--- config.mk ---
export PLATFORM = sky130hd
export DESIGN_NAME = multi_output_layer_ctrl
export DESIGN_NICKNAME = d
export VERILOG_FILES = /design/src/rtl/multi_output_layer_ctrl.sv
export SDC_FILE = /design/constraint.sdc
export NUM_CORES = 1
export LEC_CHECK = 0
export BUFFER_PORTS_ARGS = -buffer_cell sky130_fd_sc_hd__buf_2
export CORE_ASPECT_RATIO = 0.7
export CORE_MARGIN = 5
export CORE_UTILIZATION = 51
export CTS_CLUSTER_DIAMETER = 30
export DETAILED_ROUTE_END_ITERATION = 8
export GPL_ROUTABILITY_DRIVEN = 0
export HOLD_SLACK_MARGIN = 0.06
export PLACE_DENSITY = 0.84
export REMOVE_ABC_BUFFERS = 1
export SLEW_MARGIN = 20
export SYNTH_ARGS = -nofsm -noshare
export SYNTH_HDL_FRONTEND = slang
export SYNTH_SLANG_ARGS = --single-unit
--- constraint.sdc ---
create_clock -name clk_i -period 3.8 [get_ports clk_i]
set_clock_uncertainty 0.1 [all_clocks]
set_input_delay 0.95 -clock clk_i [delete_from_list [all_inputs] [get_ports clk_i]]
set_output_delay 0.95 -clock clk_i [all_outputs]
set_load 0.02 [all_outputs]
--- src/rtl/multi_output_layer_ctrl.sv ---
// rtl/multi_output_layer_ctrl.sv - one-entry fork controller broadcasting an item to several consumers
module multi_output_layer_ctrl #(
    parameter int NUM_OUTPUTS = 2,
    parameter int WIDTH       = 16
) (
    input  logic                   clk_i,
    input  logic                   reset_i,
    output logic                   en_o,
    output logic                   ready_o,
    input  logic                   valid_i,
    input  logic [WIDTH-1:0]       data_i,
    output logic [NUM_OUTPUTS-1:0] valid_o,
    input  logic [NUM_OUTPUTS-1:0] ready_i,
    output logic [WIDTH-1:0]       data_o
);

    typedef enum logic {
        eEMPTY = 1'b0,
        eFULL  = 1'b1
    } state_t;

    state_t                 state_q, state_d;
    logic [NUM_OUTPUTS-1:0] pending_q, pending_d;
    logic [WIDTH-1:0]       data_q, data_d;

    logic last_w;
    logic ready_w;
    logic en_w;

    // Last transfer: every consumer still owed the item takes it this cycle,
    // which frees the register for a new item without a bubble.
    always_comb begin
        last_w  = (state_q == eFULL) && ((pending_q & ~ready_i) == '0);
        ready_w = (state_q == eEMPTY) || last_w;
        en_w    = ready_w && valid_i;
    end

    assign ready_o = ready_w;
    assign en_o    = en_w;
    assign valid_o = pending_q;
    assign data_o  = data_q;

    // Next state: load on accept, otherwise retire the consumers that took the item.
    always_comb begin
        state_d   = state_q;
        pending_d = pending_q;
        data_d    = data_q;
        if (en_w) begin
            data_d    = data_i;
            pending_d = {NUM_OUTPUTS{1'b1}};
            state_d   = eFULL;
        end else if (state_q == eFULL) begin
            pending_d = pending_q & ~ready_i;
            state_d   = last_w ? eEMPTY : eFULL;
        end
    end

    // State, pending mask and data register; reset discards any item in flight.
    always_ff @(posedge clk_i or posedge reset_i) begin
        if (reset_i) begin
            state_q   <= eEMPTY;
            pending_q <= '0;
            data_q    <= '0;
        end else begin
            state_q   <= state_d;
            pending_q <= pending_d;
            data_q    <= data_d;
        end
    end

endmodule

Word-level counts from Yosys, hierarchy flattened
Index checks and enable logic that the tools add are counted.
{"block": "word_totals", "regBits": 19, "input_bits": 21, "output_inout_bits": 20, "wordCells": 16}
{"block": "op_classes", "n_mux": 5, "n_bitwise": 3, "n_reduce_logical": 5}
{"cell": "two-way mux 2 bit", "count": 2}
{"cell": "two-way mux 1 bit", "count": 3}
{"cell": "AND 2 bit", "count": 1}
{"cell": "logical AND 1 bit", "count": 2}
{"cell": "zero test 2 bit", "count": 1}
{"cell": "inverter 2 bit", "count": 1}
{"cell": "nonzero test 2 bit", "count": 1}
{"cell": "logical OR 1 bit", "count": 1}
{"cell": "inverter 1 bit", "count": 1}

Depth between registers and ports, before layout
Gate-level depths: netlist (run 1).
{"block": "depth", "word_depth": 7, "depth_mapped": 5, "ltp_nobuf": 3}

Least setup slack after synthesis (run 1)
No wires, ideal clock.
{"block": "synth_timing", "kind": "input port to output port", "from": "input port ready_i[1]", "to": "output port en_o", "t_arrival_ns": 1.726, "t_required_ns": 2.750, "slack_ns": 1.024, "path_stages": 5, "n_path_buf": 2, "path_cell_list": "nor2b_4 buf_6 o21a_4 buf_6 nor2_1"}
{"block": "synth_via", "elab_chain_len": 6}
{"element": "start, declared", "line": "13", "text": "input logic [NUM_OUTPUTS-1:0] ready_i,"}
{"element": "inverter 2 bit", "line": "33", "text": "last_w = (state_q == eFULL) && ((pending_q & ~ready_i) == '0);"}
{"element": "AND 2 bit", "line": "33"}
{"element": "zero test 2 bit", "line": "33"}
{"element": "logical AND 1 bit", "line": "33"}
{"element": "logical OR 1 bit", "line": "34", "text": "ready_w = (state_q == eEMPTY) || last_w;"}
{"element": "logical AND 1 bit", "line": "35", "text": "en_w = ready_w && valid_i;"}
{"element": "end, declared", "line": "8", "text": "output logic en_o,"}
Every way passes these cells.

Final worst setup path (run 1)
Ends and elaborated chain as after synthesis.

==> results.sh, run 1 <==
export IMPL_min_period_over_period_pct=81.9
export IMPL_grt_max_degree=22
export IMPL_setup_ws_ns=0.690
export IMPL_avgSynthCellArea_um2=9.96
export IMPL_core_area_um2=1940
export IMPL_holdCritPathClass="reg -> reg"
export IMPL_hpwl_um=1780
export IMPL_power_density_nw_per_um2=520
export IMPL_hold_viol=0
export IMPL_die_area_um2=3140
export IMPL_ir_drop_v=0.000225
export IMPL_netlist_area_um2=1080
export IMPL_worst_pin_slew_ns=0.722
export IMPL_slew_headroom_pct=51.8
export IMPL_grt_pass1_vias=925
export IMPL_post_route_util_pct=65.5
export IMPL_place_ws_ns=0.677
export IMPL_synthDistinctLibCells=16
export IMPL_synthMuxAreaShare_pct=0
export IMPL_cts_setup_buffers=0
export IMPL_crit_required_ns=2.75
export IMPL_grt_usage_pct=16.8
export IMPL_drive_gt1_share_pct=44.8
export IMPL_synth_compound_area_share_pct=33.0
export IMPL_detail_route_first_pass_iterations=4
export IMPL_vias=933
export IMPL_first_iter_violations=53
export IMPL_comb_power_share_pct=39.9
export IMPL_outcome="complete, no violations"
export IMPL_leakagePower_nw=0.616
export IMPL_synth_xor_area_share_pct=0
export IMPL_layout_commonest_cell="buf_2"
export IMPL_arrival_ns=2.06
export IMPL_timing_fmax_ghz=0.322
export IMPL_postSynthCellCount=108
export IMPL_busiest_layer="met2"
export IMPL_grt_pass1_wl_um=4310
export IMPL_crit_type="in -> out"
export IMPL_finalMaxSlewViolations=0
export IMPL_cap_violations=0
export IMPL_nets=165
export IMPL_final_cell_mix="buf_2 (40), nand2_1 (34), dfrtp_1 (19), o211ai_1 (16), o211ai_2 (16)"
export IMPL_h_tree_depth=1
export IMPL_grt_antenna_before_repair=0
export IMPL_synth_adder_area_share_pct=0
export IMPL_finalSetupViolations=0
export IMPL_met3_usage_pct=5.76
export IMPL_port_buffers=40
export IMPL_ant_nets=0
export IMPL_cts_made_buffers=3
export IMPL_ios=41
export IMPL_rows=13
export IMPL_cp_max_fo=21
export IMPL_startpoint_type="input pin"
export IMPL_grt_met2_usage_pct=26.1
export IMPL_grt_use_met1_pct=23.3
export IMPL_intPower_w=0.000392
export IMPL_cp_end_kind="output port"
export IMPL_clock_tree_root_cell="clkbuf_4"
export IMPL_clockBufferDepth=2
export IMPL_cts_clk_slew_worst_paths_ns=0.11
export IMPL_ys_seq_area_share_pct=44.2
export IMPL_holdBufCountCts=0
export IMPL_insertion_delay_ns=0.29
export IMPL_p_sw_w=0.000268
export IMPL_ys_seq_elements=19
export IMPL_cts_tree="built"
export IMPL_fin_tns_setup_ns=0
export IMPL_netSwitchingFraction_pct=40.6
export IMPL_synth_simple_area_share_pct=14.7
export IMPL_period_needed_ns=3.11
export IMPL_yosys_warnings=0
export IMPL_grt_overflow=0
export IMPL_timing_hold_ws_ns=0.420
export IMPL_initial_utilization_pct=55.6
export IMPL_area_growth_pct=17.9
export IMPL_diodes=0
export IMPL_routed_wl_um=2480
export IMPL_drc=0
export IMPL_cts_sinks=19
export IMPL_clkPwrFrac_pct=15.3
export IMPL_avgRoutedWirePerCell_um=15.0
export IMPL_p_seq_share_pct=44.8
export IMPL_grt_setup_unrepaired="false"
export IMPL_synth_top_family_by_area="compound AO/OA/AOI/OAI gates"
export IMPL_via_per_inst=5.65
export IMPL_die_w_um=64.9
export IMPL_cts_resized=0
export IMPL_die_h_um=48.4
## path summary, 6_finish.rpt
check | depth (start not counted) | from | slack [ns] | endpoint
max in group asynchronous | 2 | reset_i | 2.49 | state_q
max | 5 | ready_i[1] | 0.69 | en_o
min in group asynchronous | 2 | reset_i | 0.65 | valid_o[0]
min | 2 | valid_o[0] | 0.42 | valid_o[0]
min reg2reg | 2 | valid_o[0] | 0.42 | valid_o[0]
max reg2reg | 4 | valid_o[0] | 2.23 | state_q
## cell usage after synthesis (all sizes together)
cell     n  share of area (%)
buf      8                6.0
clkbuf   3                1.0
clkinv   1               0.35
dfrtp   19                 44
inv      2               0.70
nand2   34                 12
nor2     1               0.35
nor2b    2                1.9
o211ai  32                 30
o21a     1                1.4
o21ai    4                1.9
or2      1               0.58
## metrics by stage
stage / area, um2 / cells / total power (W)
after floorplan: 1000 / 97 / 0.000468
after global placement: 1240 / 161 / 0.000556
after detailed placement: 1240 / 161 / 0.000565
after CTS: 1270 / 165 / 0.000666
after global routing: 1270 / 165 / 0.000704
final: 1270 / 165 / 0.000659
## layer usage
metal / up-vias / share of wire [%]
met2: 40 / 44
met3: 0 / 9.1
met1: 441 / 46
li1: 452 / -
met5: - / 0
met4: 0 / 0
## critical path, stage by stage
cell and delay (ns):
buf_2 0.12, nor2b_4 0.34, o21a_4 0.40, nor2_1 0.08, buf_2 0.17
## kinds of logic after synthesis
| family | count (synthesis) |
|---|---|
| flops | 19 |
| simple gates | 38 |
| compound gates | 37 |
| buf+inv | 14 |
## area by class of cell
class / instances / area [um2]
Fill cell: 162 / 667
Multi-Input combinational cell: 75 / 513
Sequential cell: 19 / 475
Timing Repair Buffer: 42 / 215
Tap cell: 22 / 27.5
Clock buffer: 4 / 26.3
Inverter: 3 / 11.3
## registers in the layout, summed over array words and instances (netlist names)
| register | cells |
|---|---|
| valid_o | 2 |
| data_o | 16 |
| state_q | 1 |
## power by group through the flow
stage	Clock (W)	Combinational [W]	Sequential, W
2_1_floorplan	0	0.000117	0.000351
3_3_place_gp	0	0.000262	0.000295
3_5_place_dp	0	0.000266	0.000299
4_1_cts	0.000105	0.000267	0.000295
5_1_grt	0.000114	0.000286	0.000304
6_report	0.000101	0.000263	0.000295
No activity file was read; power rests on OpenSTA's default activity.
==> inputs of run 2 (changes only) <==
Settings changed: CORE_UTILIZATION 51 to 43, PLACE_DENSITY 0.84 to 0.75.
Clock period 3.8 ns to 2.55 ns, I/O delays scaled along.
==> results.sh, run 2 (same netlist as run 1, synthesis figures left out) <==
export IMPL_outcome="complete, no violations"
export IMPL_slew_headroom_pct=49.9
export IMPL_vias=910
export IMPL_crit_type="in -> out"
export IMPL_diodes=0
export IMPL_clock_tree_root_cell="clkbuf_4"
export IMPL_die_h_um=51.9
export IMPL_ios=41
export IMPL_insertion_delay_ns=0.32
export IMPL_initial_utilization_pct=44.4
export IMPL_grt_overflow=0
export IMPL_grt_max_degree=20
export IMPL_r2r_start="state_q"
export IMPL_port_buffers=40
export IMPL_grt_pass1_wl_um=4370
export IMPL_finalSetupViolations=0
export IMPL_startpoint_type="input pin"
export IMPL_h_tree_depth=1
export IMPL_fillers=227
export IMPL_core_area_um2=2420
export IMPL_holdBufCountCts=0
export IMPL_detail_route_first_pass_iterations=4
export IMPL_cts_setup_buffers=0
export IMPL_hold_viol=0
export IMPL_timing_fmax_ghz=0.422
export IMPL_rows=15
export IMPL_fin_tns_setup_ns=0
export IMPL_cp_max_fo=17
export IMPL_reg2reg_depth=3
export IMPL_crit_start="ready_i[1]"
export IMPL_cts_resized=0
export IMPL_routed_wl_um=2560
export IMPL_via_per_inst=5.08
export IMPL_holdCritPathClass="in -> async"
export IMPL_leakagePower_nw=0.629
export IMPL_layout_commonest_cell="buf_2"
export IMPL_die_w_um=69.8
export IMPL_fin_area_um2=1300
export IMPL_nets=167
export IMPL_area_growth_pct=20.8
export IMPL_grt_pass1_vias=884
export IMPL_first_iter_violations=31
export IMPL_power_density_nw_per_um2=767
export IMPL_period_needed_ns=2.37
export IMPL_cts_sinks=19
export IMPL_finalMaxSlewViolations=0
export IMPL_crit_required_ns=1.81
export IMPL_clockBufferDepth=2
export IMPL_cts_clk_slew_worst_paths_ns=0.12
export IMPL_worst_pin_slew_ns=0.750
export IMPL_avgRoutedWirePerCell_um=14.3
export IMPL_cts_tree="built"
export IMPL_cap_violations=0
export IMPL_grt_setup_unrepaired="false"
export IMPL_grt_usage_pct=15.2
export IMPL_cp_end_kind="output port"
export IMPL_hpwl_um=1800
export IMPL_die_area_um2=3620
export IMPL_dpl_cell_area_um2=1270
export IMPL_final_cell_mix="buf_2 (40), nand2_1 (34), dfrtp_1 (19), o211ai_1 (16), o211ai_2 (16)"
export IMPL_arrival_ns=1.63
export IMPL_min_period_over_period_pct=92.8
export IMPL_cts_made_buffers=3
export IMPL_ant_nets=0
export IMPL_total_power_w=0.000997
export IMPL_grt_antenna_before_repair=0
export IMPL_largest_register_ff_count=16
export IMPL_drive_gt1_share_pct=46.2
export IMPL_drc=0
export IMPL_ir_drop_v=0.000375
run 2: power breakdown:
part / total [W] / switching [W] / internal (W)
combinational: 0.000395 / 0.000242 / 0.000154
clock: 0.000161 / 0.000102 / 0.0000588
sequential: 0.000440 / 0.0000672 / 0.000373
run 2: path summary, 6_finish.rpt:
check	to	slack (ns)
min in group clk_i	data_o[13]	0.43
worst min-delay path	data_o[4]	0.33
worst min register to register	data_o[13]	0.43
max in group asynchronous	valid_o[1]	1.54
worst max register to register	data_o[2]	0.88
worst max-delay path	en_o	0.18
run 2: worst max-delay path, stage by stage:
cell     delay [ns]
buf_2          0.12
nor2b_4        0.35
o21a_4         0.29
nor2_1         0.07
buf_2          0.16
run 2: routing by layer:
| metal | vias up | routed length [um] | share of wire [%] | global-route usage (%) |
|---|---|---|---|---|
| li1 | 457 | - | - | - |
| met1 | 422 | 1310 | 51 | 20.8 |
| met2 | 28 | 1030 | 40 | 22.1 |
| met3 | 3 | 199 | 7.8 | 6.56 |
| met4 | 0 | 23 | 0.90 | 3.82 |
| met5 | - | 0 | 0 | 0 |
run 2: per-stage QoR:
step,setup WS [ns],util [%],hold WS (ns),cells
after floorplan,0.00573,-,0.489,97
after global placement,0.216,52.6,0.392,175
after detailed placement,0.199,52.6,0.405,175
after CTS,0.188,53.7,0.347,179
after global routing,0.100,53.7,0.383,179
final,0.183,53.7,0.329,179
run 2: cell type report:
| cell class | count | area (um2) | area share, % |
|---|---|---|---|
| Timing Repair Buffer | 44 | 230 | 17.7 |
| Multi-Input combinational cell | 75 | 513 | 39.5 |
| Inverter | 3 | 11.3 | 0.866 |
| Clock buffer | 3 | 22.5 | 1.73 |
| Clock inverter | 1 | 5.00 | 0.385 |
| Sequential cell | 19 | 475 | 36.6 |
| Tap cell | 34 | 42.5 | 3.27 |
